==> src/rtl/mul.sv <==
// Sequential unsigned shift-add multiplier.
// One partial-product bit per clock using a single combined product/multiplier
// register (acc) and one WIDTH+1 bit adder. Shares the start/ack handshake of the
// companion restoring divider so one controller can drive both units.
//
// Handshake (start/ack):
//   - start is sampled only in IDLE; an accepted start captures both operands on
//     that edge and moves to CALC. start seen in CALC or DONE is ignored (no queueing).
//   - ack is sampled only in DONE; it returns the unit to IDLE. If start and ack
//     are both high in DONE, ack wins and start is accepted one edge later.
//   - A start held high in IDLE is accepted every time IDLE is entered; the
//     requester drops start once it sees busy=1.
//   - product is registered and valid while done=1; it keeps its value through
//     IDLE until the next result overwrites it, and is cleared only by reset.
module mul #(
    parameter int WIDTH = 32
) (
    input  logic                 clk,
    input  logic                 rst,
    input  logic                 start,
    input  logic                 ack,
    input  logic [WIDTH-1:0]     multiplicand,
    input  logic [WIDTH-1:0]     multiplier,
    output logic [2*WIDTH-1:0]   product,
    output logic                 busy,
    output logic                 done,
    output logic [1:0]           dbg_state
);

    // Iteration counter only needs to reach WIDTH-1.
    localparam int CW = (WIDTH > 1) ? $clog2(WIDTH) : 1;
    localparam logic [CW-1:0] LAST_COUNT = CW'(WIDTH - 1);

    typedef enum logic [1:0] {
        S_IDLE = 2'd0,
        S_CALC = 2'd1,
        S_DONE = 2'd2
    } state_t;

    state_t               state_q,   state_d;
    logic [CW-1:0]        count_q,   count_d;
    logic [WIDTH-1:0]     mcand_q,   mcand_d;
    // acc holds {partial product high half, remaining multiplier bits}; the top
    // bit is headroom so the adder's carry is never lost before the shift.
    logic [2*WIDTH:0]     acc_q,     acc_d;
    logic [2*WIDTH-1:0]   product_q, product_d;

    // Adder result for the current iteration, carry included.
    logic [WIDTH:0]       sum;

    // One conditional add of the multiplicand into the upper half of acc.
    always_comb begin
        sum = acc_q[2*WIDTH:WIDTH];
        if (acc_q[0]) begin
            sum = acc_q[2*WIDTH:WIDTH] + {1'b0, mcand_q};
        end
    end

    // Next-state and datapath update; every target gets a hold default first.
    always_comb begin
        state_d   = state_q;
        count_d   = count_q;
        mcand_d   = mcand_q;
        acc_d     = acc_q;
        product_d = product_q;

        unique case (state_q)
            S_IDLE: begin
                if (start) begin
                    mcand_d = multiplicand;
                    acc_d   = {{(WIDTH+1){1'b0}}, multiplier};
                    count_d = '0;
                    state_d = S_CALC;
                end
            end

            S_CALC: begin
                // Add-then-shift: sum lands in the upper half, the consumed
                // multiplier bit falls off the bottom.
                acc_d = {1'b0, sum, acc_q[WIDTH-1:1]};
                if (count_q == LAST_COUNT) begin
                    // Count stays at WIDTH-1 so it never wraps.
                    product_d = acc_d[2*WIDTH-1:0];
                    state_d   = S_DONE;
                end else begin
                    count_d = count_q + CW'(1);
                end
            end

            S_DONE: begin
                if (ack) begin
                    state_d = S_IDLE;
                end
            end

            default: begin
                state_d = S_IDLE;
            end
        endcase
    end

    // State and datapath registers; reset abandons any operation in flight.
    always_ff @(posedge clk or negedge rst) begin
        if (!rst) begin
            state_q   <= S_IDLE;
            count_q   <= '0;
            mcand_q   <= '0;
            acc_q     <= '0;
            product_q <= '0;
        end else begin
            state_q   <= state_d;
            count_q   <= count_d;
            mcand_q   <= mcand_d;
            acc_q     <= acc_d;
            product_q <= product_d;
        end
    end

    // Status outputs decode straight from the state register.
    assign busy      = (state_q == S_CALC);
    assign done      = (state_q == S_DONE);
    assign product   = product_q;
    assign dbg_state = state_q;

endmodule

==> config.mk <==
export PLATFORM = sky130hd
export DESIGN_NAME = mul
export DESIGN_NICKNAME = d
export VERILOG_FILES = /design/src/rtl/mul.sv
export SDC_FILE = /design/constraint.sdc
export NUM_CORES = 1
export LEC_CHECK = 0
export CORE_MARGIN = 8
export CORE_UTILIZATION = 58
export CTS_CLUSTER_SIZE = 8
export DETAILED_ROUTE_END_ITERATION = 8
export PLACE_DENSITY_LB_ADDON = 0.25
export SLEW_MARGIN = 30
export SYNTH_ARGS = -nofsm -noshare
export SYNTH_HDL_FRONTEND = slang
export SYNTH_SLANG_ARGS = --single-unit
==> constraint.sdc <==
create_clock -name clk -period 4.85 [get_ports clk]
set_input_delay 0.485 -clock clk [delete_from_list [all_inputs] [get_ports clk]]
set_output_delay 0.485 -clock clk [all_outputs]
set_load 0.03 [all_outputs]
==> results of run 1 <==
-- final cells by class --
type                            count  area share, %
Tap cell                          184           2.19
Clock inverter                     13           1.55
Multi-Input combinational cell    684           38.7
Sequential cell                   167           39.7
Clock buffer                       19           4.11
Inverter                           11          0.392
Timing Repair Buffer              141           13.3
-- critical path: cells and delay by family, from the launching register on --
kind | cells | cell delay, ps
AND/OR/NAND/NOR | 2 | 310
flip-flops | 1 | 390
adder cells (fa/ha/maj) | 2 | 650
AO/OA/AOI/OAI | 6 | 1440
-- flip-flops by register name, indices dropped and copies added (netlist names) --
signal     cells
product       64
dbg_state      2
acc_q         64
count_q        5
mcand_q       32
-- synth_stat cells (7+ instances only) --
cell type,number
o21ai_0,56
a21oi_1,41
xnor2_1,20
dfrtp_1,167
a31oi_1,37
o221ai_1,9
mux2i_1,21
clkbuf_1,45
nor2_1,61
o21ai_1,16
ha_1,34
nand4_1,8
nand3_1,35
inv_1,9
and3_1,7
mux2_2,30
buf_1,7
nand2_1,222
a21o_1,14
-- per-layer routing --
layer	routed length (um)	vias to the layer above
met2	9630	218
met1	8980	3372
met3	1640	32
met4	309	0
li1	-	3406
met5	0	-
-- power by group --
part | switching (mW) | total, mW | internal (mW) | leakage (nW)
sequential | 0.415 | 2.41 | 2.00 | 2.08
combinational | 2.60 | 4.40 | 1.80 | 2.53
clock | 0.599 | 1.38 | 0.779 | 0.289
-- path summary, 6_finish.rpt --
path	startpoint	to	slack [ps]
worst max-delay path	mcand_q[0]	acc_q[63]	1910
worst min-delay path	rst	acc_q[52]	130
worst max register to register	mcand_q[0]	acc_q[63]	1910
worst min register to register	product[48]	product[48]	480
max in group asynchronous	rst	product[28]	3710
min in group clk	product[48]	product[48]	480
-- cells by family after synthesis --
family	after synthesis	share of synthesized area (%)
AO/OA/AOI/OAI	209	15.1
XOR/XNOR	25	2.59
adder cells (fa/ha/maj)	35	5.27
buffers and inverters	64	2.85
flip-flops	167	49.4
multiplexers	53	6.74
AND/OR/NAND/NOR	362	18.1
-- metrics by stage --
| step | cell area (um^2) | instances | hold WS (ps) |
|---|---|---|---|
| 6_report | 10500 | 1219 | 131 |
| 4_1_cts | 10500 | 1219 | 207 |
| 2_1_floorplan | 8460 | 915 | 189 |
| 3_5_place_dp | 9920 | 1187 | 469 |
| 5_1_grt | 10500 | 1219 | 217 |
| 3_3_place_gp | 9910 | 1187 | 459 |
==> summary.md, run 1 <==
| Metric | Value |
|---|---|
| Outcome | finished clean |
| H-tree depth | 4 |
| Initial Utilization | 58.9% |
| Worst endpoint data arrival time | 3230 ps |
| DR vias/cell | 5.77 |
| Worst-Margin Slew | 835 ps |
| Final core utilization | 73.2% |
| Syn. warnings | 0 |
| Max VDD drop | 0.624 mV |
| Final setup margin | 1910 ps |
| Standard-cell rows | 44 |
| Fraction of synthesized cell area taken by the top area cell type | 49.4% |
| CTS Hold Bufs | 0 |
| Die area | 18700 um^2 |
| Placer Congestion | 0.899 |
| Die Span Y | 137 um |
| First-pass GRT wire length | 34600 um |
| Slew Limit Headroom | 44.4% |
| Final ANT Viol Nets | 0 |
| Fin. Hold Viols | 0 |
| Fmax | 340 MHz |
| Final critical-path share of the clock period | 60.7% |
| Fraction of registers with async set/reset | 100% |
| WL per Instance | 16.9 um |
| Most Crowded Layer GR | met2 |
| Power, Total | 8.19 mW |
| Area of the multi-input gates | 4070 um^2 |
| Post-synth EDFFs | 0 |
| Root Buffer | clkbuf_16 |
| Post-cts sizing count | 0 |
| GRT Resource Usage Total | 23.1% |
| Fillcell total | 1066 |
| Core footprint | 14400 um^2 |
| Setup_tns | 0 ps |
| CTS buffer count | 17 |
| Slew Limit Fails | 0 |
| Post CTS Setup Buffer Count | 0 |
| CTS tree | done |
| Initial antenna violation count | 0 |
| Dominant cell type by area after synthesis | dfrtp_1 |
| Share of layout cells above drive strength 1 | 7.34% |
| Sequential cell area | 4180 um^2 |
| Sequential fraction of the synthesis area | 49.4% |
| IO Pins | 136 |
| Worst reg-to-reg path cell count | 10 |
| Launching element type of the critical path | flop |
| Vias in the first global route | 7089 |
| Crit-path max cell delay | 410 ps |
| Max-cap violations | 0 |
| Clock Path Buffers | 2 |
| Worst Skew | 9.58 ps |
| Clock sinks | 167 |
| GR met1 Demand/Resource | 29.2% |
| Synthesized area | 8460 um^2 |
| DRT Wirelength | 20600 um |
| Latest clock arrival within the worst-skew pair | 430 ps |
| Top cells by area, synth | dfrtp_1 (49%), nand2_1 (9.9%), ha_1 (5.0%), mux2_2 (4.0%), o21ai_0 (3.3%) |
| Syn_nets | 1018 |
| Syn Area/Cell | 9.25 um^2 |
| DRC Markers | 0 |
| Seq cells post-synth | 167 |
| Leakage | 4.90 nW |
| Area grow syn2layout | 24.4% |
| Routing usage on met3 | 8.66% |
| RSZ-0062 raised after global routing | false |
| DRT Pass-1 Iters | 5 |
| Reg clk slew, reported paths | 70 ps |
| Main synth FF type | dfrtp_1 |
| ANT cells | 0 |
| Maximum fanout along the worst path | 3 |
| Slowest CP cell | fa_1 |
| Final setup vio count | 0 |
| Grt ovf | 0 |
| 1st-iter DRT viols | 496 |
| Final min period | 2940 ps |
| Largest net degree at the start of global routing | 126 |
| Most used cell along the critical path | o21ai_1 |
| Critical Path RT | 5140 ps |
| Met2 Resource Use GR | 36.4% |
| Number of library cell types mapped by synthesis | 54 |
| Crit Path Class | reg -> reg |
| Power Density | 778 nW/um^2 |
| Die W | 137 um |
| IO Port Bufs | 135 |
| Dpl ws | 1910 ps |
| NumNets Final | 1125 |
| HP Class | in -> async |
| Commonest non-fill, non-tap cells in the layout | nand2_1 (220), dfrtp_1 (167), clkdlybuf4s50_1 (134) |
| CP Cell Sequence | ha_1 > fa_1 > a21o_1 > and4_1 > o21ai_1 > a211oi_1 > a21oi_1 > nor4_1 > o311ai_1 > o21ai_1 |
| Total number of vias | 7028 |
| Gate Count Post-Synth | 915 |
| Most common cell after layout, fill and taps aside | nand2_1 |
| Crit. End Element | flop |
| Detail Placement HPWL | 13800 um |
Power figures use the tool's default switching activity.
==> inputs of run 2 (changes only) <==
--- a/config.mk
+++ b/config.mk
@@ -6,7 +6,7 @@
 export NUM_CORES = 1
 export LEC_CHECK = 0
 export CORE_MARGIN = 8
-export CORE_UTILIZATION = 58
+export CORE_UTILIZATION = 54
 export CTS_CLUSTER_SIZE = 8
 export DETAILED_ROUTE_END_ITERATION = 8
 export PLACE_DENSITY_LB_ADDON = 0.25
==> constraint.sdc (replaced) <==
create_clock -name clk -period 3.1 [get_ports clk]
set_input_delay 0.31 -clock clk [delete_from_list [all_inputs] [get_ports clk]]
set_output_delay 0.31 -clock clk [all_outputs]
set_load 0.03 [all_outputs]
==> run 2 against run 1 <==
Compared with the run above:
- sequential power grew 56%
- cell count grew 2.8%
- worst hold slack gained 180 ps
- non-clock buffer count grew 7
==> summary.md, run 2 (same netlist as run 1, synthesis figures left out) <==
| Metric | Value |
|---|---|
| Fin. Hold Viols | 0 |
| Grt ovf | 0 |
| Outcome | finished clean |
| Most common cell after layout, fill and taps aside | nand2_1 |
| Initial Utilization | 55.4% |
| GR met1 Demand/Resource | 26.7% |
| Largest net degree at the start of global routing | 83 |
| Die W | 141 um |
| Final min period | 2780 ps |
| Cell area after layout | 10600 um^2 |
| Slew Limit Fails | 0 |
| GRT Resource Usage Total | 21.7% |
| Detail Placement HPWL | 14200 um |
| Commonest non-fill, non-tap cells in the layout | nand2_1 (220), dfrtp_1 (167), clkdlybuf4s50_1 (134) |
| Routing usage on met3 | 7.73% |
| CTS buffer count | 17 |
| Launching element type of the critical path | flop |
| Post-Place Cell Area | 10000 um^2 |
| First-pass GRT wire length | 34800 um |
| Leakage | 4.93 nW |
| HP Class | in -> async |
| Clock Path Buffers | 2 |
| Initial antenna violation count | 0 |
| Placer Congestion | 0.931 |
| Final setup vio count | 0 |
| IO Port Bufs | 135 |
| Fmax | 360 MHz |
| Post-cts sizing count | 0 |
| Post CTS Setup Buffer Count | 0 |
| Standard-cell rows | 45 |
| DRT Pass-1 Iters | 5 |
| IO Pins | 136 |
| Reg clk slew, reported paths | 70 ps |
| Root Buffer | clkbuf_16 |
| Power Density | 1200 nW/um^2 |
| Core footprint | 15300 um^2 |
| DR vias/cell | 5.57 |
| DRT Wirelength | 20600 um |
| Total number of vias | 6977 |
| 1st-iter DRT viols | 400 |
| Latest clock arrival within the worst-skew pair | 430 ps |
| Max VDD drop | 0.575 mV |
| Met2 Resource Use GR | 34.7% |
| Crit Path Class | reg -> reg |
| Vias in the first global route | 7069 |
| Setup_tns | 0 ps |
| Worst Skew | 9.04 ps |
| Power, Total | 12.8 mW |
| Maximum fanout along the worst path | 3 |
| RSZ-0062 raised after global routing | false |
| NumNets Final | 1132 |
| Worst endpoint data arrival time | 3060 ps |
| Final setup margin | 319 ps |
| Clock sinks | 167 |
| Share of layout cells above drive strength 1 | 7.97% |
| DRC Markers | 0 |
| CTS tree | done |
| WL per Instance | 16.5 um |
| ANT cells | 0 |
| Final critical-path share of the clock period | 89.7% |
| Slew Limit Headroom | 48.1% |
| Final ANT Viol Nets | 0 |
| Worst-Margin Slew | 778 ps |
| Crit. End Element | flop |
| H-tree depth | 4 |
| Dpl ws | 295 ps |
| Max-cap violations | 0 |
| Most Crowded Layer GR | met2 |
| Area grow syn2layout | 25.5% |
| Die Span Y | 141 um |
| Critical Path RT | 3380 ps |
| Die area | 19900 um^2 |
-- run 2: changes by cell type in the layout (fill, tap and decap cells not counted), sizes merged --
| cell | delta |
|---|---|
| bufinv | -1 |
| inv | -2 |
| dlygate4sd3 | +1 |
| buf | +7 |
| clkinvlp | +1 |
| clkinv | +1 |
-- run 2: layer usage --
layer  share of wire (%)  routed length [um]  up-vias
met3                 8.0                1660       30
met5                   0                   0        -
li1                    -                   -     3427
met2                  47                9670      198
met1                  44                9020     3322
met4                 1.4                 279        0
-- run 2: what timing repair did --
action                                 4_1_cts  5_1_grt
hold buffers                                 1        0
endpoints found under the hold margin       24        0
setup endpoints to repair                    0        0
-- run 2: final timing paths --
| check | from | to | slack [ps] | cells past startpoint |
|---|---|---|---|---|
| worst max-delay path | mcand_q[0] | acc_q[41] | 320 | 10 |
| worst min-delay path | rst | acc_q[51] | 310 | 2 |
| worst max register to register | mcand_q[0] | acc_q[41] | 320 | 10 |
| worst min register to register | product[46] | product[46] | 480 | 2 |
| max in group asynchronous | rst | mcand_q[0] | 2030 | 3 |
| min in group clk | multiplicand[25] | mcand_q[25] | 400 | 3 |
-- run 2: power by group --
part | internal [mW] | total, mW | leakage (nW) | switching [mW]
clock | 1.18 | 2.10 | 0.284 | 0.928
combinational | 2.85 | 6.89 | 2.57 | 4.04
sequential | 3.12 | 3.76 | 2.08 | 0.631
total | 7.15 | 12.8 | 4.93 | 5.60
-- run 2: worst max-delay path, stage by stage (launching register included) --
cell      delay, ps
dfrtp_1         390
ha_1            250
fa_1            410
a21o_1          190
and4_1          230
o211ai_1        260
a21boi_1        130
o21a_1          190
or3_1           300
a31oi_1         190
o21ai_0          90
-- run 2: stage by stage --
stage	hold slack [ps]	cells	util, %
2_1_floorplan	14.4	915	-
3_3_place_gp	193	1220	65.7
3_5_place_dp	195	1220	65.7
4_1_cts	300	1253	69.6
5_1_grt	330	1253	69.6
6_report	310	1253	69.6
-- run 2: cell type report --
class                      count  area, um^2
clock inverter                12         131
fill                        1178        4640
inverter                      11        41.3
clock buffer                  20         457
tap                          211         264
timing repair buffer         148        1490
sequential                   167        4180
multi-input combinational    684        4060
==> inputs of run 3 (changes only) <==
--- a/config.mk
+++ b/config.mk
@@ -7,9 +7,11 @@
 export LEC_CHECK = 0
 export CORE_MARGIN = 8
 export CORE_UTILIZATION = 54
+export CTS_CLUSTER_DIAMETER = 150
 export CTS_CLUSTER_SIZE = 8
 export DETAILED_ROUTE_END_ITERATION = 8
 export PLACE_DENSITY_LB_ADDON = 0.25
+export SKIP_LAST_GASP = 1
 export SLEW_MARGIN = 30
 export SYNTH_ARGS = -nofsm -noshare
 export SYNTH_HDL_FRONTEND = slang
==> results of run 3 <==
Same layout as run 2: the final DEF is identical, and so are final timing and power.
